`src/rtl/comp_pkg.sv`:
```
// Shared definitions for the comparator-based window min/max tracker:
// FSM state encoding and a constant-evaluable ceil(log2) helper.
package comp_pkg;

    typedef enum logic [1:0] {
        IDLE = 2'd0,
        ACC  = 2'd1,
        HOLD = 2'd2
    } state_t;

    // Number of bits needed to index 'value' distinct positions.
    function automatic int clog2(input int value);
        int r;
        r = 0;
        while ((1 << r) < value) begin
            r = r + 1;
        end
        return r;
    endfunction

endpackage

```
`src/rtl/comp_nbit.sv`:
```
// Unsigned N-bit magnitude comparator: exactly one of agb/alb/aeb is high.
module comp_nbit #(
    parameter int N = 5
) (
    input  logic [N-1:0] a,
    input  logic [N-1:0] b,
    output logic         agb,
    output logic         alb,
    output logic         aeb
);

    assign agb = (a > b);
    assign alb = (a < b);
    assign aeb = (a == b);

endmodule

```
`src/rtl/comp_window_minmax.sv`:
```
// Streaming min/max tracker: reduces each window of WIN samples to its minimum,
// maximum and first-occurrence indices, handed off over a valid/ready port.
//
//   state | meaning
//   IDLE  | waiting for the first sample of a window
//   ACC   | accumulating samples 2..WIN against the running min/max
//   HOLD  | result presented on out_*, waiting for out_ready
module comp_window_minmax
    import comp_pkg::*;
#(
    parameter  int N   = 5,
    parameter  int WIN = 8,
    localparam int IW  = clog2(WIN)
) (
    input  logic          clk,
    input  logic          rst_n,
    input  logic          clr,
    input  logic          in_valid,
    output logic          in_ready,
    input  logic [N-1:0]  in_data,
    output logic          out_valid,
    input  logic          out_ready,
    output logic [N-1:0]  out_min,
    output logic [N-1:0]  out_max,
    output logic [IW-1:0] out_min_idx,
    output logic [IW-1:0] out_max_idx
);

    localparam logic [IW-1:0] LAST_IDX = IW'(WIN - 1);

    state_t        state;
    logic [IW-1:0] count;
    logic [N-1:0]  cur_min;
    logic [N-1:0]  cur_max;
    logic [IW-1:0] cur_min_idx;
    logic [IW-1:0] cur_max_idx;

    logic          lo_agb, lo_alb, lo_aeb;
    logic          hi_agb, hi_alb, hi_aeb;
    logic          unused_cmp;

    logic [N-1:0]  nxt_min;
    logic [N-1:0]  nxt_max;
    logic [IW-1:0] nxt_min_idx;
    logic [IW-1:0] nxt_max_idx;

    comp_nbit #(.N(N)) cmp_lo (
        .a   (in_data),
        .b   (cur_min),
        .agb (lo_agb),
        .alb (lo_alb),
        .aeb (lo_aeb)
    );

    comp_nbit #(.N(N)) cmp_hi (
        .a   (in_data),
        .b   (cur_max),
        .agb (hi_agb),
        .alb (hi_alb),
        .aeb (hi_aeb)
    );

    assign unused_cmp = ^{lo_agb, lo_aeb, hi_alb, hi_aeb};

    // Strict compares only, so on ties the earlier index is kept.
    assign nxt_min     = lo_alb ? in_data : cur_min;
    assign nxt_min_idx = lo_alb ? count   : cur_min_idx;
    assign nxt_max     = hi_agb ? in_data : cur_max;
    assign nxt_max_idx = hi_agb ? count   : cur_max_idx;

    assign in_ready = (state != HOLD);

    always_ff @(posedge clk) begin
        if (!rst_n) begin
            state       <= IDLE;
            count       <= '0;
            cur_min     <= '0;
            cur_max     <= '0;
            cur_min_idx <= '0;
            cur_max_idx <= '0;
            out_valid   <= 1'b0;
            out_min     <= '0;
            out_max     <= '0;
            out_min_idx <= '0;
            out_max_idx <= '0;
        end else if (clr) begin
            state     <= IDLE;
            count     <= '0;
            out_valid <= 1'b0;
        end else begin
            case (state)
                IDLE: begin
                    if (in_valid) begin
                        cur_min     <= in_data;
                        cur_max     <= in_data;
                        cur_min_idx <= '0;
                        cur_max_idx <= '0;
                        count       <= IW'(1);
                        state       <= ACC;
                    end
                end
                ACC: begin
                    if (in_valid) begin
                        cur_min     <= nxt_min;
                        cur_max     <= nxt_max;
                        cur_min_idx <= nxt_min_idx;
                        cur_max_idx <= nxt_max_idx;
                        if (count == LAST_IDX) begin
                            count       <= '0;
                            out_min     <= nxt_min;
                            out_max     <= nxt_max;
                            out_min_idx <= nxt_min_idx;
                            out_max_idx <= nxt_max_idx;
                            out_valid   <= 1'b1;
                            state       <= HOLD;
                        end else begin
                            count <= count + IW'(1);
                        end
                    end
                end
                HOLD: begin
                    if (out_ready) begin
                        out_valid <= 1'b0;
                        state     <= IDLE;
                    end
                end
                default: begin
                    state     <= IDLE;
                    count     <= '0;
                    out_valid <= 1'b0;
                end
            endcase
        end
    end

endmodule

```
`config.mk`:
```
export PLATFORM = sky130hd
export DESIGN_NAME = comp_window_minmax
export DESIGN_NICKNAME = d
export VERILOG_FILES = /design/src/rtl/comp_pkg.sv /design/src/rtl/comp_nbit.sv /design/src/rtl/comp_window_minmax.sv
export SDC_FILE = /design/constraint.sdc
export NUM_CORES = 1
export LEC_CHECK = 0
export CORE_MARGIN = 2
export CORE_UTILIZATION = 40
export CTS_CLUSTER_DIAMETER = 50
export DETAILED_ROUTE_END_ITERATION = 7
export PLACE_DENSITY = 0.63
export SYNTH_ARGS = -nofsm -noshare
export SYNTH_HDL_FRONTEND = slang
export SYNTH_SLANG_ARGS = --single-unit
```
`constraint.sdc`:
```
create_clock -name clk -period 2.38 [get_ports clk]
set_input_delay 0.238 -clock clk [delete_from_list [all_inputs] [get_ports clk]]
set_output_delay 0.238 -clock clk [all_outputs]
set_load 0.02 [all_outputs]
```
Word-level counts from Yosys, hierarchy flattened
Cells that the tools add are included.
{"block": "totals", "ff_bits": 38, "in_bits": 10, "out_inout_bits": 18, "elab_cells": 61}
{"block": "classes", "addsub": 1, "magnitude_cmp": 2, "eq_ne": 8, "mux": 27, "n_bitwise": 4, "reduce_logical": 8}
{"cell": "5-bit 2-to-1 mux", "count": 5}
{"cell": "3-bit 2-to-1 mux", "count": 8}
{"cell": "5-bit case mux with 2 select lines", "count": 2}
{"cell": "4-bit AND reduction", "count": 4}
{"cell": "3-bit case mux with 2 select lines", "count": 2}
{"cell": "2-bit != test, second input constant", "count": 5}
{"cell": "3-bit case mux with 3 select lines", "count": 1}
{"cell": "2-bit 2-to-1 mux", "count": 4}
{"cell": "2-bit case mux with 3 select lines", "count": 1}
{"cell": "5-bit greater-than comparator", "count": 1}
{"cell": "5-bit less-than comparator", "count": 1}
{"cell": "1-bit inverter", "count": 4}
{"cell": "3-bit by 1-bit adder with 3-bit output, second input constant", "count": 1}
{"cell": "3-bit == test, second input constant", "count": 1}
{"cell": "1-bit 2-to-1 mux", "count": 3}
{"cell": "1-bit case mux with 3 select lines", "count": 1}
{"cell": "3-bit AND reduction", "count": 1}
{"cell": "2-bit by 1-bit == test with 1-bit output, second input constant", "count": 1}
{"cell": "2-bit == test, second input constant", "count": 1}
{"cell": "2-bit zero test", "count": 1}
{"cell": "2-bit nonzero test", "count": 1}
{"cell": "2-bit OR reduction", "count": 1}

Longest topological paths before layout
Gate-level depths: netlist of the first run.
{"block": "depth", "word_depth": 4, "depth_mapped": 8, "depth_no_buf": 7}

Modules after synthesis
Synthesis of the first run repeated with hierarchy kept, for this count alone.
{"block": "hier_totals", "cells_unflattened": 237, "area_unflattened_um2": 2104.5}
{"mod": "comp_window_minmax", "n_inst": 1, "cells_each": 197, "area_per_inst_um2": 1819.2, "seq_area_each_um2": 760.7}
{"mod": "comp_nbit", "n_inst": 2, "cells_each": 20, "area_per_inst_um2": 142.6, "seq_area_each_um2": 0.0}

Least setup slack after synthesis of the first run
OpenSTA, ideal clock, no wires.
{"block": "synth_path", "path_type": "flip-flop to flip-flop", "from": "register cur_min[2]", "to": "register cur_min_idx[1]", "setup_time_ns": 0.117, "t_arrival_ns": 1.751, "required_ns": 2.263, "setup_slack_ns": 0.512, "path_stages_with_launch": 8, "path_buffers": 0, "synth_period_minus_slack_ns": 1.868, "path_cell_list": "dfxtp_1 inv_1 ha_1 a21o_1 a21o_1 a221o_2 and2_1 a22o_1"}
{"block": "synth_via", "elab_chain_cells": 4}
{"element": "start: declaration", "line_no": "comp_window_minmax.sv:33", "text": "logic [N-1:0] cur_min;"}
{"element": "start signal: assignment", "line_no": "comp_window_minmax.sv:94", "text": "cur_min <= in_data;"}
{"element": "start signal: assignment", "line_no": "comp_window_minmax.sv:104", "text": "cur_min <= nxt_min;"}
{"element": "5-bit less-than comparator", "line_no": "comp_nbit.sv:13", "text": "assign alb = (a < b);"}
{"element": "3-bit 2-to-1 mux", "line_no": "comp_window_minmax.sv:67", "text": "assign nxt_min_idx = lo_alb ? count : cur_min_idx;"}
{"element": "3-bit 2-to-1 mux", "line_no": "comp_window_minmax.sv:103", "text": "if (in_valid) begin"}
{"element": "3-bit case mux with 2 select lines", "line_no": "comp_window_minmax.sv:91", "text": "case (state)"}
{"element": "end signal: assignment", "line_no": "comp_window_minmax.sv:106", "text": "cur_min_idx <= nxt_min_idx;"}
{"element": "end: declaration", "line_no": "comp_window_minmax.sv:35", "text": "logic [IW-1:0] cur_min_idx;"}
Every way passes these cells. The select of a mux whose other input is x is not followed.
A chain may end at the register's enable or synchronous reset.

Final worst setup path of the first run
{"block": "layout_path", "from": "register state[0]", "to": "output port in_ready"}
{"block": "layout_via", "elab_chain_cells": 1}
{"element": "start: declaration", "line_no": "comp_window_minmax.sv:31", "text": "state_t state;"}
{"element": "start signal: assignment", "line_no": "comp_window_minmax.sv:75", "text": "state <= IDLE;"}
{"element": "start signal: assignment", "line_no": "comp_window_minmax.sv:87", "text": "state <= IDLE;"}
{"element": "start signal: assignment", "line_no": "comp_window_minmax.sv:99", "text": "state <= ACC;"}
{"element": "2-bit != test", "line_no": "comp_window_minmax.sv:71", "text": "assign in_ready = (state != HOLD);"}
{"element": "end: declaration", "line_no": "comp_window_minmax.sv:19", "text": "output logic in_ready,"}
Every way passes these cells.

==> results.tsv, run 1 <==
stage	metric	value	unit
yosys	post-synth cell types	33	
drt	Detailed Route WL	4230	um
sta	TNS Setup	0	ns
drt	First-pass DRT Iterations	4	
global_routing	initial antenna violation count	0	
clock_tree	Worst-Skew Late Latency	0.29	ns
sta	Fmax achieved	479	MHz
drt	drt initial violations	42	
floorplan	# rows	24	
yosys	Synth top cells by count	dfxtp_1, o21ai_0, a21oi_1	
pwr	Clk pwr share	35.4	%
yosys	syn_area_per_cell	8.64	sq um
clock_tree	CTS root buf	clkbuf_8	
global_routing	GR Util All Layers	17.7	%
pwr	Pint	967	uW
global_routing	largest net degree at the start of global routing	33	
sta	Worst slew margin	66.7	%
finish	final net count	267	
sta	fin. max-slew vios	0	
pwr	NetSw	342	uW
global_routing	GRT overflow	0	
floorplan	Die Span Y	72.0	um
sta	RSZ-0062 raised after global routing	no	
clock_tree	Setup Buffers After CTS	0	
clock_tree	TritonCTS Buffers	5	
drt	DRC violations left	0	
worst_setup_path	crit-path max FO	15	
global_routing	global-route wire length before repair	7020	um
yosys	area of the mapped netlist	0.00185	sq mm
placed_design	I/O Buffers	27	
pwr	Pleak	0.000921	uW
clock_tree	H-tree Lvls	2	
worst_setup_path	crit path DAT	1.85	ns
yosys	Synth Register Bits	38	
clock_tree	CTS tree	done	
sta	Worst-Margin Slew	0.498	ns
yosys	Area contributors post-synth	dfxtp_1, mux2i_1, ha_1, o21ai_0, a21oi_1	
clock_tree	clock slew at reported path FFs	0.08	ns
pwr	combinational fraction of design power	14.4	%
drt	vias	1599	
clock_tree	Num Clock Sinks	38	
yosys	most instantiated library cell after synthesis	dfxtp_1	
floorplan	Die ar.	0.00518	sq mm
yosys	Yosys top cell area share	41.1	%
worst_setup_path	critical path cell sequence	inv_1 -> nand2_1 -> clkdlybuf4s50_1	
worst_setup_path	crit-path leading delay family	buffers and inverters	
drt	routed len/inst	14.1	um
worst_setup_path	CP bufs+invs	2	
yosys	Post-synth ARST share	0	%
floorplan	CORE AREA	0.00441	sq mm
pwr	Net Sw Frac	26.1	%
finish	Layout area overhead	25.4	%
pwr	pwr/cell area	565	mW/mm^2
yosys	Synthesized Nets	235	
min_path	Hold Crit Class	flop to flop	
worst_setup_path	critical path class	flop to output pin	
clock_tree	worst-case clock buffer depth	2	
drt	ANT nets after route	0	
yosys	yosys warns	0	
finish	ratio of cells with drive above 1 in the final layout	9.72	%
drt	Vias per Instance	5.35	
placed_design	RePlAce Congestion	0.768	
yosys	ys flop type	dfxtp_1	
placed_design	DP Wirelength	3080	um
yosys	post-synthesis sequential area ratio	41.1	%
placed_design	Placement Setup Slack	0.0603	ns
floorplan	top-level port count	28	
worst_setup_path	Worst EP required	2.14	ns
yosys	area leader, netlist	dfxtp_1	
sta	slack of the critical path	0.292	ns
worst_setup_path	startpoint type of the worst setup path	flop	
clock_tree	post-CTS sizing	0	
sta	Final Hold Fails	0	
floorplan	die extent in x	72.0	um
finish	Antenna Cells	0	
pwr	Worst VDD drop	0.333	mV
worst_setup_path	slowest CP cell	dfxtp_1	
global_routing	number of global-route vias before repair	1480	
sta	Setup-failing EPs final	0	
clock_tree	Post-CTS Hold Buffers	0	
run_status	status	finished clean	
floorplan	starting density of the core	41.9	%
worst_setup_path	critical path capture point type	output pin	
sta	Setup Skew	0.00483	ns
yosys	post-synthesis cell count	214	
pwr	sequential cell fraction of total power	50.2	%
sta	fin crit share	87.7	%
run	Max-Cap Viols	0	
worst_setup_path	CP max stage delay	0.63	ns
yosys	EDFF count, synth	0	
sta	post-route minimum period	2.09	ns
power by group through the flow:
stage | sequential [uW] | combinational [uW] | clock [uW]
final | 658 | 188 | 464
after global routing | 659 | 208 | 508
after global placement | 672 | 187 | 0
after floorplan | 667 | 120 | 0
after detailed placement | 673 | 187 | 0
after CTS | 658 | 188 | 476
cell type report:
class / count / area [sq um]
Fill cell: 429 / 2090
Multi-Input combinational cell: 148 / 977
Sequential cell: 38 / 761
Timing Repair Buffer: 38 / 365
Clock buffer: 6 / 82.6
Tap cell: 52 / 65.1
Inverter: 15 / 56.3
Clock inverter: 2 / 12.5
metal layers:
layer	up-vias	share of wire (%)	track usage [%]
met4	0	1.9	7.55
met2	30	49	30.6
met1	736	46	21.3
li1	827	-	-
met3	6	3.2	3.75
met5	-	0	0
cell usage in the layout, fill, tap and decap left out, types with 2 or more instances in the layout:
cell type and instances:
dfxtp_1 38, clkdlybuf4s50_1 27, o21ai_0 26, a21oi_1 21
mux2i_1 19, inv_1 15, nor2_1 15, nand2_1 13
ha_1 11, nand3_1 10, buf_4 10, clkbuf_8 6
a211oi_1 5, nand4_1 4, a31oi_1 3, a22o_1 3
a21o_1 2, and2_1 2
worst paths after layout:
kind | start | to | slack [ns] | cells past startpoint
min | cur_max_idx[2] | cur_max_idx[2] | 0.46 | 2
max | state[0] | in_ready | 0.29 | 3
min reg2reg | cur_max_idx[2] | cur_max_idx[2] | 0.46 | 2
max reg2reg | cur_min[2] | cur_min_idx[0] | 0.40 | 7
sequential cells by signal, indices dropped and copies added, names as in the netlist, 3 cells and up:
signal / cells
cur_min: 5
cur_min_idx: 3
cur_max: 5
out_max_idx: 3
count: 3
out_max: 5
out_min: 5
out_min_idx: 3
cur_max_idx: 3
stage by stage:
step	power (uW)	hold slack [ns]	cells	cell area (sq um)	util (%)
floorplan	787	0.378	214	1850	-
global placement	859	0.448	291	2220	50.4
detailed placement	860	0.452	291	2220	50.4
CTS	1320	0.464	299	2320	52.6
global route	1380	0.486	299	2320	52.6
finish	1310	0.459	299	2320	52.6
worst min-delay path: cells and delay by family, from the launching register on:
family	cells	cell delay (ns)
and+or+nand+nor	1	0.05
AOI/OAI and AO/OA	1	0.05
DFF	1	0.31
kinds of logic after synthesis:
family,after synthesis,share of synthesized area [%]
multiplexers,19,10.3
adder cells (fa/ha/maj),11,7.44
flip-flops,38,41.1
AND/OR/NAND/NOR,51,13.1
buffers and inverters,28,6.02
AO/OA/AOI/OAI,67,22.0
No activity file was read; power rests on OpenSTA's default activity.
==> run 2, diff against run 1 <==
CORE_ASPECT_RATIO = 1.75   (was unset)
==> run 2 against run 1 <==
  * Cell count rose by 0.33%
  * Clock power rose by 20%
  * Register-to-register slack barely moved
  * Combinational power rose by 6%
  * Count of clock-buffer cells in the layout did not move
  * Design area rose by 2.2%
  * Wire length rose by 6.9%
  * First-iteration DRC count fell by 17%
  * Non-clock buffer count rose by 3
  * Die area rose by 0.41%
  * Core utilization rose by 0.80 points
  * Largest cell class unchanged
  * Largest power group unchanged
==> results.tsv, run 2 (synthesis results as in run 1) <==
stage	metric	value	unit	change
run_status	status	finished clean		
clock_tree	worst-case clock buffer depth	2		unchanged
pwr	pwr/cell area	596	mW/mm^2	+5.6%
global_routing	initial antenna violation count	0		unchanged
pwr	Pleak	0.000952	uW	+3.3%
clock_tree	Setup Buffers After CTS	0		unchanged
floorplan	top-level port count	28		unchanged
drt	routed len/inst	15.1	um	+6.5%
sta	RSZ-0062 raised after global routing	no		
worst_setup_path	critical path capture point type	output pin		
placed_design	RePlAce Congestion	0.829		+7.9%
clock_tree	Worst-Skew Late Latency	0.29	ns	about the same
floorplan	Die Span Y	93.9	um	+30%
placed_design	dpl cells	293		+0.69%
worst_setup_path	crit path to	in_ready		
placed_design	I/O Buffers	27		unchanged
finish	final net count	270		+1.1%
sta	fin crit share	86.6	%	-1.1 points
drt	drt initial violations	35		-17%
sta	Worst slew margin	69.4	%	+2.7 points
drt	DRC violations left	0		unchanged
clock_tree	H-tree Lvls	2		unchanged
sta	Setup Skew	0.00387	ns	-0.000961 ns
finish	Antenna Cells	0		unchanged
worst_setup_path	crit path DAT	1.82	ns	-0.03 ns
finish	Layout area overhead	28.2	%	
global_routing	global-route wire length before repair	7570	um	+7.8%
clock_tree	Post-CTS Hold Buffers	0		unchanged
run	Max-Cap Viols	0		unchanged
floorplan	CORE AREA	0.00444	sq mm	+0.68%
pwr	Worst VDD drop	0.423	mV	+27%
sta	Worst-Margin Slew	0.458	ns	-0.0402 ns
finish	Non-Filler Instances	300		+0.33%
drt	vias	1631		+2.0%
clock_tree	post-CTS sizing	0		unchanged
finish	ratio of cells with drive above 1 in the final layout	10.4	%	+0.73 points
finish	area of the multi-input gates	977	sq um	unchanged
finish	most frequent cells in the layout	dfxtp_1, clkdlybuf4s50_1, o21ai_0, a21oi_1, mux2i_1		
sta	Hold WS	0.472	ns	+0.0134 ns
sta	post-route minimum period	2.06	ns	-0.0267 ns
clock_tree	CTS tree	done		
floorplan	starting density of the core	41.6	%	-0.28 points
global_routing	GR Util All Layers	18.8	%	+1.1 points
worst_setup_path	r2r worst-path depth	7		unchanged
min_path	Hold Crit Class	flop to flop		
drt	ANT nets after route	0		unchanged
sta	Final Hold Fails	0		unchanged
drt	Detailed Route WL	4520	um	+6.9%
finish	Sequential cell area	761	sq um	unchanged
sta	Setup-failing EPs final	0		unchanged
clock_tree	Num Clock Sinks	38		unchanged
floorplan	# rows	32		+33%
drt	First-pass DRT Iterations	4		unchanged
clock_tree	clock slew at reported path FFs	0.07	ns	about the same
drt	Vias per Instance	5.44		+1.7%
sta	Fmax achieved	485	MHz	+1.3%
finish	fill count	410		-4.4%
global_routing	number of global-route vias before repair	1666		+13%
sta	TNS Setup	0	ns	unchanged
clock_tree	CTS root buf	clkbuf_8		
finish	commonest non-fill, non-tap cell in the layout	dfxtp_1		
worst_setup_path	startpoint type of the worst setup path	flop		
worst_setup_path	reg2reg start	cur_min[2]		
floorplan	die extent in x	55.4	um	-23%
placed_design	DP Wirelength	3400	um	+10%
worst_setup_path	critical path class	flop to output pin		
clock_tree	TritonCTS Buffers	5		unchanged
worst_setup_path	Worst EP required	2.14	ns	about the same
placed_design	placed inst area	0.00226	sq mm	+1.5%
global_routing	largest net degree at the start of global routing	33		unchanged
sta	fin. max-slew vios	0		unchanged
worst_setup_path	crit-path max FO	15		unchanged
finish	Final Instance Area	0.00237	sq mm	+2.2%
global_routing	GRT overflow	0		unchanged
worst_setup_path	R2R Path End	cur_min_idx[1]		
worst_setup_path	Worst Setup SP	state[0]		
worst_setup_path	Worst R2R Setup Slack	0.39	ns	about the same
floorplan	Die ar.	0.00520	sq mm	+0.41%
[run 2: cell types whose count changed in the layout (fill, tap and decap cells not counted), sizes merged]
cell,previous run,this run
bufinv,0,1
buf,11,14
clkinvlp,1,0
clkinv,1,0
[run 2: metal layers]
| layer | vias to the layer above | wire [um] | GRT usage, % |
|---|---|---|---|
| met2 | 34 | 2480 | 35.4 |
| met1 | 761 | 1750 | 19.1 |
| li1 | 826 | - | - |
| met3 | 10 | 131 | 3.44 |
| met5 | - | 0 | 0 |
| met4 | 0 | 157 | 10.2 |
[run 2: stage by stage]
stage / worst slack [ns] / power [uW] / utilization [%]
floorplan: 0.512 / 787 / -
global placement: 0.0309 / 872 / 50.8
detailed placement: 0.0513 / 872 / 50.8
CTS: 0.280 / 1430 / 53.4
global route: 0.134 / 1470 / 53.4
finish: 0.319 / 1410 / 53.4
[run 2: layout make-up]
| class | count | area share (%) |
|---|---|---|
| Clock inverter | 1 | 1.27 |
| Timing Repair Buffer | 41 | 16.9 |
| Tap cell | 51 | 2.69 |
| Multi-Input combinational cell | 148 | 41.2 |
| Clock buffer | 6 | 3.48 |
| Inverter | 15 | 2.37 |
| Sequential cell | 38 | 32.1 |
[run 2: power breakdown]
group          switching (uW)  total, uW  internal (uW)  leakage (uW)
Sequential               11.5        657            646      0.000307
Clock                     222        557            335     0.0000573
Combinational             104        199           95.3      0.000587
Total                     337       1410           1080      0.000952
[run 2: critical path: stages, from the launching register on]
cell and delay [ns]:
dfxtp_1 0.61, inv_1 0.20, nand2_1 0.13, clkdlybuf4s50_1 0.60
[run 2: worst min-delay path by stage]
stage	startpoint	endpoint	slack (ns)	cells after the start
3_5_place_dp	cur_max_idx[2]	cur_max_idx[2]	0.46	2
5_1_grt	cur_min_idx[0]	cur_min_idx[0]	0.51	1
3_3_place_gp	cur_max_idx[2]	cur_max_idx[2]	0.45	2
2_1_floorplan	in_data[1]	cur_min[1]	0.38	2
4_1_cts	cur_max_idx[2]	cur_max_idx[2]	0.47	2
6_report	cur_max_idx[2]	cur_max_idx[2]	0.47	2
==> run 3, diff against run 2 <==
PLACE_DENSITY = 0.73   (was 0.63)
==> run 3 against run 2 <==
  * Count of clock-buffer cells in the layout decreased by 1
  * Sequential share of layout area increased by 0.26 points
  * Register-to-register slack got worse by 0.02 ns
  * Largest power group unchanged
  * Largest cell class unchanged
  * Via count increased by 1.7%
  * Critical path depth increased by 4
  * Core utilization decreased by 0.42 points
==> results.tsv, run 3 (synthesis results as in run 1) <==
stage	metric	value	unit	change
worst_setup_path	crit path DAT	2.25	ns	+0.43 ns
placed_design	I/O Buffers	27		unchanged
clock_tree	clock slew at reported path FFs	0.08	ns	about the same
placed_design	DP Wirelength	3470	um	+2.1%
drt	routed len/inst	15.6	um	+3.4%
floorplan	# rows	32		unchanged
worst_setup_path	critical path capture point type	flop		
drt	DRC violations left	0		unchanged
pwr	Net Sw Frac	25.8	%	+2.0 points
pwr	Pleak	0.000933	uW	-2.0%
worst_setup_path	startpoint type of the worst setup path	input pin		
global_routing	GRT overflow	0		unchanged
finish	Non-Filler Instances	300		unchanged
sta	slack of the critical path	0.323	ns	+0.00459 ns
global_routing	initial antenna violation count	0		unchanged
placed_design	Placement Setup Slack	0.0381	ns	-0.0132 ns
floorplan	top-level port count	28		unchanged
sta	Setup Skew	0.00817	ns	+0.00430 ns
sta	TNS Setup	0	ns	unchanged
global_routing	Most Crowded Layer GR	met2		
finish	commonest non-fill, non-tap cell in the layout	dfxtp_1		
clock_tree	Worst-Skew Late Latency	0.30	ns	about the same
sta	RSZ-0062 raised after global routing	no		
pwr	combinational fraction of design power	13.8	%	-0.3 points
global_routing	global-route wire length before repair	7450	um	-1.5%
pwr	sequential cell fraction of total power	46.6	%	about the same
global_routing	largest net degree at the start of global routing	33		unchanged
worst_setup_path	crit-path max FO	4		-11
floorplan	CORE AREA	0.00444	sq mm	unchanged
drt	First-pass DRT Iterations	4		unchanged
floorplan	Die Span Y	93.9	um	unchanged
global_routing	met2 Track Usage GR	36.0	%	+0.60 points
run_status	status	finished clean		
pwr	Power Total	1410	uW	-0.10%
sta	fin. max-slew vios	0		unchanged
drt	ANT nets after route	0		unchanged
finish	ratio of cells with drive above 1 in the final layout	10.4	%	unchanged
clock_tree	Num Clock Sinks	38		unchanged
drt	Detailed Route WL	4670	um	+3.4%
clock_tree	H-tree Lvls	2		unchanged
global_routing	number of global-route vias before repair	1587		-4.7%
min_path	Hold Crit Class	flop to flop		
sta	Final Hold Fails	0		unchanged
clock_tree	TritonCTS Buffers	5		unchanged
sta	fin crit share	86.4	%	-0.19 points
clock_tree	Setup Buffers After CTS	0		unchanged
sta	post-route minimum period	2.06	ns	-0.00459 ns
sta	Setup-failing EPs final	0		unchanged
finish	Antenna Cells	0		unchanged
pwr	pwr/cell area	600	mW/mm^2	+0.69%
drt	drt initial violations	23		-34%
clock_tree	worst-case clock buffer depth	2		unchanged
drt	vias	1658		+1.7%
placed_design	RePlAce Congestion	0.806		-2.9%
floorplan	starting density of the core	41.6	%	unchanged
clock_tree	CTS tree	done		
finish	final net count	269		-0.37%
worst_setup_path	critical path class	input pin to flop		
finish	Layout area overhead	27.2	%	
worst_setup_path	Worst EP required	2.57	ns	+0.43 ns
run	Max-Cap Viols	0		unchanged
global_routing	met1 usage	17.9	%	-1.2 points
pwr	Pint	1050	uW	-2.7%
pwr	Worst VDD drop	0.418	mV	-1.1%
clock_tree	CTS root buf	clkbuf_8		
placed_design	placed inst area	0.00224	sq mm	-0.89%
floorplan	die extent in x	55.4	um	unchanged
clock_tree	post-CTS sizing	0		unchanged
drt	Vias per Instance	5.53		+1.7%
pwr	Clk pwr share	39.6	%	+0.2 points
sta	Worst slew margin	68.6	%	-0.81 points
finish	most frequent cells in the layout	dfxtp_1, clkdlybuf4s50_1, o21ai_0, a21oi_1, mux2i_1		
floorplan	Die ar.	0.00520	sq mm	unchanged
global_routing	met3 Resource Use GR	3.58	%	+0.14 points
sta	Worst-Margin Slew	0.470	ns	+0.0121 ns
clock_tree	Post-CTS Hold Buffers	0		unchanged
global_routing	GR Util All Layers	18.6	%	-0.15 points
finish	Final Instance Area	0.00235	sq mm	-0.79%
pwr	NetSw	364	uW	+8.2%
placed_design	dpl cells	292		-0.34%
sta	Fmax achieved	486	MHz	+0.22%
run 3: critical path, cell delays in order:
cell	delay, ns
clkdlybuf4s50_1	0.48
ha_1	0.34
a21o_1	0.19
a21o_1	0.22
a221o_2	0.37
and2_1	0.18
a22o_1	0.23
run 3: path summary, 6_finish.rpt:
check | slack (ns) | end | from | depth (start not counted)
max | 0.32 | cur_min_idx[0] | in_data[2] | 7
min | 0.46 | cur_max_idx[2] | cur_max_idx[2] | 2
max reg2reg | 0.37 | cur_min_idx[0] | cur_min[2] | 7
min reg2reg | 0.46 | cur_max_idx[2] | cur_max_idx[2] | 2
run 3: metal layers:
layer | part of all wire, % | vias to the layer above
li1 | - | 832
met1 | 39 | 791
met2 | 55 | 23
met3 | 2.1 | 12
met4 | 3.8 | 0
met5 | 0 | -
run 3: area by class of cell:
type	instances	area (sq um)
inverter	15	56.3
fill	432	2090
tap	51	63.8
sequential	38	761
clock buffer	5	68.8
clock inverter	3	45.0
timing repair buffer	40	380
multi-input combinational	148	977
run 3: power groups by stage:
stage	registers, uW	logic [uW]	clock network (uW)
final	658	195	559
after detailed placement	672	194	0
after floorplan	667	120	0
after CTS	657	195	568
after global routing	659	211	590
after global placement	672	189	0
run 3: per-stage QoR:
stage                     util, %  hold WS [ns]
after floorplan                 -         0.378
after global placement       50.4         0.444
after detailed placement     50.4         0.451
after CTS                    52.9         0.463
after global routing         52.9         0.500
final                        52.9         0.457
